<file path="config.mk">
export PLATFORM = sky130hd
export DESIGN_NAME = operand_reader
export DESIGN_NICKNAME = d
export VERILOG_FILES = /design/src/rtl/operand_reader.sv
export SDC_FILE = /design/constraint.sdc
export NUM_CORES = 2
export LEC_CHECK = 0
export CORE_ASPECT_RATIO = 1.1
export CORE_UTILIZATION = 60
export DETAILED_ROUTE_END_ITERATION = 8
export PLACE_DENSITY_LB_ADDON = 0.1
export REMOVE_ABC_BUFFERS = 1
export SYNTH_ARGS = -nofsm -noshare
export SYNTH_HDL_FRONTEND = slang
export SYNTH_SLANG_ARGS = --single-unit
</file>
<file path="constraint.sdc">
create_clock -name CLK -period 6.8 [get_ports CLK]
set_clock_uncertainty 0.1 [all_clocks]
set_input_delay 0.68 -clock CLK [delete_from_list [all_inputs] [get_ports CLK]]
set_output_delay 0.68 -clock CLK [all_outputs]
set_load 0.01 [all_outputs]
</file>
<file path="src/rtl/operand_reader.sv">
// Register-read stage: owns the integer register file, bypasses same-cycle writebacks,
// stalls on pending writes via a busy scoreboard, and presents operands through a registered output.
module operand_reader #(
    parameter int XLEN      = 32,
    parameter int TAG_WIDTH = 32
) (
    input  logic                 CLK,
    input  logic                 RSTN,
    input  logic                 IN_VALID,
    output logic                 IN_READY,
    input  logic [4:0]           IN_RS1,
    input  logic [4:0]           IN_RS2,
    input  logic [4:0]           IN_RD,
    input  logic                 IN_RD_WRITE,
    input  logic [TAG_WIDTH-1:0] IN_TAG,
    input  logic                 WB_ENABLE,
    input  logic [4:0]           WB_RD,
    input  logic [XLEN-1:0]      WB_DATA,
    output logic                 OUT_VALID,
    input  logic                 OUT_READY,
    output logic [XLEN-1:0]      OUT_RS1_DATA,
    output logic [XLEN-1:0]      OUT_RS2_DATA,
    output logic [4:0]           OUT_RD,
    output logic                 OUT_RD_WRITE,
    output logic [TAG_WIDTH-1:0] OUT_TAG
);

    localparam int NREG = 32;

    logic [XLEN-1:0]      rf_q [NREG];
    logic [XLEN-1:0]      rf_d [NREG];
    logic [NREG-1:0]      busy_q, busy_d;
    logic                 out_valid_q, out_valid_d;
    logic [XLEN-1:0]      out_rs1_q, out_rs1_d;
    logic [XLEN-1:0]      out_rs2_q, out_rs2_d;
    logic [4:0]           out_rd_q, out_rd_d;
    logic                 out_rd_write_q, out_rd_write_d;
    logic [TAG_WIDTH-1:0] out_tag_q, out_tag_d;

    logic            rs1_hit, rs2_hit, rd_hit;
    logic [XLEN-1:0] rs1_val, rs2_val;
    logic            stall, in_ready, fire;

    // A writeback to x0 never counts as a hit, so x0 never bypasses a nonzero value.
    assign rs1_hit = WB_ENABLE && (WB_RD == IN_RS1) && (IN_RS1 != 5'd0);
    assign rs2_hit = WB_ENABLE && (WB_RD == IN_RS2) && (IN_RS2 != 5'd0);
    assign rd_hit  = WB_ENABLE && (WB_RD == IN_RD)  && (IN_RD  != 5'd0);

    assign rs1_val = rs1_hit ? WB_DATA : rf_q[IN_RS1];
    assign rs2_val = rs2_hit ? WB_DATA : rf_q[IN_RS2];

    assign stall = (busy_q[IN_RS1] && !rs1_hit)
                || (busy_q[IN_RS2] && !rs2_hit)
                || (IN_RD_WRITE && busy_q[IN_RD] && !rd_hit);

    assign in_ready = (!out_valid_q || OUT_READY) && !stall;
    assign fire     = IN_VALID && in_ready;

    always_comb begin
        // NOTE: every variable gets a default before any conditional update so no latch is inferred.
        rf_d           = rf_q;
        busy_d         = busy_q;
        out_valid_d    = out_valid_q;
        out_rs1_d      = out_rs1_q;
        out_rs2_d      = out_rs2_q;
        out_rd_d       = out_rd_q;
        out_rd_write_d = out_rd_write_q;
        out_tag_d      = out_tag_q;

        if (WB_ENABLE) begin
            rf_d[WB_RD]   = WB_DATA;
            busy_d[WB_RD] = 1'b0;
        end
        // Set after clear so an issue that targets the register being written back stays pending.
        if (fire && IN_RD_WRITE) begin
            busy_d[IN_RD] = 1'b1;
        end
        rf_d[0]   = '0;
        busy_d[0] = 1'b0;

        if (fire) begin
            out_valid_d    = 1'b1;
            out_rs1_d      = rs1_val;
            out_rs2_d      = rs2_val;
            out_rd_d       = IN_RD;
            out_rd_write_d = IN_RD_WRITE;
            out_tag_d      = IN_TAG;
        end else if (OUT_READY) begin
            out_valid_d = 1'b0;
        end
    end

    always_ff @(posedge CLK or negedge RSTN) begin
        if (!RSTN) begin
            // NOTE: the register file is reset because software relies on every register reading 0 after reset.
            for (int i = 0; i < NREG; i++) begin
                rf_q[i] <= '0;
            end
            busy_q         <= '0;
            out_valid_q    <= 1'b0;
            out_rs1_q      <= '0;
            out_rs2_q      <= '0;
            out_rd_q       <= '0;
            out_rd_write_q <= 1'b0;
            out_tag_q      <= '0;
        end else begin
            // NOTE: non-blocking assignments so every flop samples the pre-edge values.
            rf_q           <= rf_d;
            busy_q         <= busy_d;
            out_valid_q    <= out_valid_d;
            out_rs1_q      <= out_rs1_d;
            out_rs2_q      <= out_rs2_d;
            out_rd_q       <= out_rd_d;
            out_rd_write_q <= out_rd_write_d;
            out_tag_q      <= out_tag_d;
        end
    end

    assign IN_READY     = in_ready;
    assign OUT_VALID    = out_valid_q;
    assign OUT_RS1_DATA = out_rs1_q;
    assign OUT_RS2_DATA = out_rs2_q;
    assign OUT_RD       = out_rd_q;
    assign OUT_RD_WRITE = out_rd_write_q;
    assign OUT_TAG      = out_tag_q;

endmodule

</file>
==> flow_metrics.py <==
metrics = {
    "synth": {
        "synth_area_leaders": "dfrtp_1 (47%), mux2_2 (22%), mux4_2 (18%)",
        "ys_seq_area_share_pct": 47.25,
        "synth_cells": 4103,
        "yosys_register_bits": 1126,
        "synth_top_area_share_pct": 47.25,
        "yosysWarnings": 0,
        "syn-cell-area_um2": 59630,
        "yosys.area.top_type": "dfrtp_1",
        "synth-main-ff-cell": "dfrtp_1",
        "async_reset_ff_share_pct": 100.0,
        "postSynthAreaPerCell_um2": 14.53,
        "ys_types": 49,
        "synth-edff-count": 0,
    },
    "route": {
        "wl_um": 168600,
        "route.vias.total": 38080,
        "wire_per_inst_um": 30.95,
        "firstDrtPassIters": 5,
        "via_per_inst": 6.988,
        "drt_iter0_drc": 3432,
        "route.detailed.drc": 0,
        "antenna_left": 0,
    },
    "grt": {
        "grt_pass1_wl_um": 254100,
        "grt_pass1_vias": 39106,
        "antenna_found_initial": 3,
        "grt_max_degree": 168,
        "overflow": 0,
        "track_usage_pct": 34.16,
    },
    "cells_and_area": {
        "num-fill-cells": 6849,
        "layout_commonest_cell": "mux2_2",
        "fin_nets": 4160,
        "seqCellArea_um2": 28180,
        "finish.utilization_pct": 67.99,
        "most-common-layout-cells": "mux2_2 (1158), dfrtp_1 (1126), mux4_2 (464)",
        "layout-drive-gt1-share_pct": 47.84,
        "n_antenna_cell": 0,
        "area_growth_pct": 11.61,
        "multiInputGateArea_um2": 29800,
        "stdcell_area_um2": 66560,
    },
    "timing": {
        "fmax_mhz": 215.4,
        "fin_crit_sh_pct": 68.29,
        "worst_slew_pin_slew_ns": 1.200,
        "slew_headroom_pct": 19.73,
        "final_max_slew_viol_count": 0,
        "fin_crit_ns": 4.644,
        "setup-violations-final": 0,
        "hold_violations": 0,
        "whs_ns": 0.4018,
        "rsz0062_at_grt": "false",
    },
    "run": {
        "drv_cap": 0,
    },
    "worst_setup_path": {
        "crit_type": "input pin to output port",
        "required_ns": 6.02,
        "r2r_end": "OUT_RS2_DATA[9]$_DFFE_PN0P_",
        "cp.arrival_ns": 3.86,
        "r2r-start": "busy_q[21]$_DFF_PN0_",
        "start_kind": "input pin",
        "rrSetupSlack_ns": 3.44,
        "ff2ff_path_depth": 7,
        "crit_path_end_kind": "output port",
        "cp_max_fo": 23,
    },
    "clock_network": {
        "cts_buffer_depth": 3,
        "clkLatencyLatePin_ns": 0.71,
        "cts_buffers": 119,
        "cts_htree_levels": 3,
        "post_cts_resized": 0,
        "cts_tree": "built",
        "clk_pin_slew_ns": 0.06,
        "clkSinkCount": 1126,
        "cts_root_buf": "clkbuf_16",
        "post-cts-setup-buffers": 0,
    },
    "floorplan": {
        "die_w_um": 302.6,
        "coreArea_um2": 97890,
        "die_y_um": 332.6,
        "rows": 120,
        "io_pins": 194,
        "start_util_pct": 60.92,
        "dieArea_um2": 100700,
    },
    "placement": {
        "routabilityCongestion": 0.8354,
        "dp_hpwl_um": 91500,
        "io_buffers": 193,
        "dpl-instance-area_um2": 62450,
    },
    "pwr": {
        "vdd_drop_max_mv": 0.2176,
        "power.density_nw_per_um2": 309.5,
        "power_leakage_nw": 28.49,
    },
    "status": {
        "outcome": "finished, final reports clean",
    },
    "worst_hold_path": {
        "worstHoldPathCells": 1,
        "min_to": "OUT_TAG[20]$_DFFE_PN0P_",
        "worstHoldStart": "OUT_TAG[20]$_DFFE_PN0P_",
        "hold_class": "flip-flop to flip-flop",
    },
}
cells in the mapped netlist, drive strengths merged, types with 2 or more instances:
cell    instances
mux2         1198
dfrtp        1126
mux4          464
clkbuf        289
nand2         225
buf           144
mux2i         137
o21ai         101
a221oi         96
nor2           92
o22ai          66
a22oi          32
a32o           31
inv            17
nand3          10
xnor2          10
nand2b          7
nor2b           7
nor3b           7
nand3b          5
nor3            4
a211oi          3
a21oi           3
and3            3
and3b           3
nor4            3
xor2            3
nand4           2
o211ai          2
where the power goes:
part	switching (W)	leakage [nW]	internal, W
registers	0.00101	14.4	0.00813
clock network	0.00275	2.03	0.00406
logic	0.00175	12.1	0.00291
metal layers:
layer	wire (um)	part of all wire [%]	vias up	global-route usage (%)
li1	-	-	15621	-
met1	68610	41	20394	47.29
met2	80670	48	1622	54.07
met3	11460	6.8	441	5.232
met4	7891	4.7	2	14.53
met5	9	0.0053	-	0
critical path: stages:
cell and delay, ns:
clkdlybuf4s50_1 1.13, mux4_2 0.61, nand3_1 0.10, o311ai_0 0.15, a211oi_1 0.26, a31o_2 0.20, nand2_1 0.07, nor2_1 0.12
clkdlybuf4s50_1 0.55
worst max path at each step:
stage	startpoint	endpoint	slack (ns)
2_1_floorplan	WB_RD[4]	OUT_RD[0]$_DFFE_PN0P_	-1.95
3_3_place_gp	IN_RD[1]	OUT_RS2_DATA[12]$_DFFE_PN0P_	2.06
3_5_place_dp	IN_RD[1]	OUT_RS2_DATA[9]$_DFFE_PN0P_	2.03
4_1_cts	IN_RD[1]	IN_READY	2.19
5_1_grt	IN_RD[1]	IN_READY	1.93
6_report	IN_RD[1]	IN_READY	2.16
layout make-up:
cell class | count | share of cell area (%)
Timing Repair Buffer | 279 | 4.217
Sequential cell | 1126 | 42.33
Multi-Input combinational cell | 2527 | 44.78
Tap cell | 1281 | 2.408
Inverter | 17 | 0.1072
Clock buffer | 180 | 5.380
Clock inverter | 39 | 0.7764
state kept, by name, summed over array words and instances (netlist names):
| signal | count |
|---|---|
| OUT_RD | 5 |
| OUT_RD_WRITE | 1 |
| OUT_RS1_DATA | 32 |
| OUT_RS2_DATA | 32 |
| OUT_TAG | 32 |
| OUT_VALID | 1 |
| busy_q | 31 |
| rf_q | 992 |
per-stage QoR:
stage,cells,TNS [ns],total power (W),setup WS (ns)
finish,5449,0,0.02060,2.156
global route,5449,0,0.02146,1.930
CTS,5449,0,0.02067,2.192
detailed placement,5229,0,0.01387,2.028
global placement,5229,0,0.01365,2.059
floorplan,3670,-253.16,0.01204,-1.951
cell families after synthesis:
kind of cell / share of synthesized area, %
AO/OA/AOI/OAI: 4.054
XOR/XNOR: 0.1909
buffers and inverters: 3.177
flip-flops: 47.25
multiplexers: 42.70
AND/OR/NAND/NOR: 2.629
what timing repair did:
action	in CTS	in global routing
hold buffers	1	0
setup endpoints to repair	0	0
endpoints found under the hold margin	75	0
Note: power is estimated with default switching activity, not from simulation.
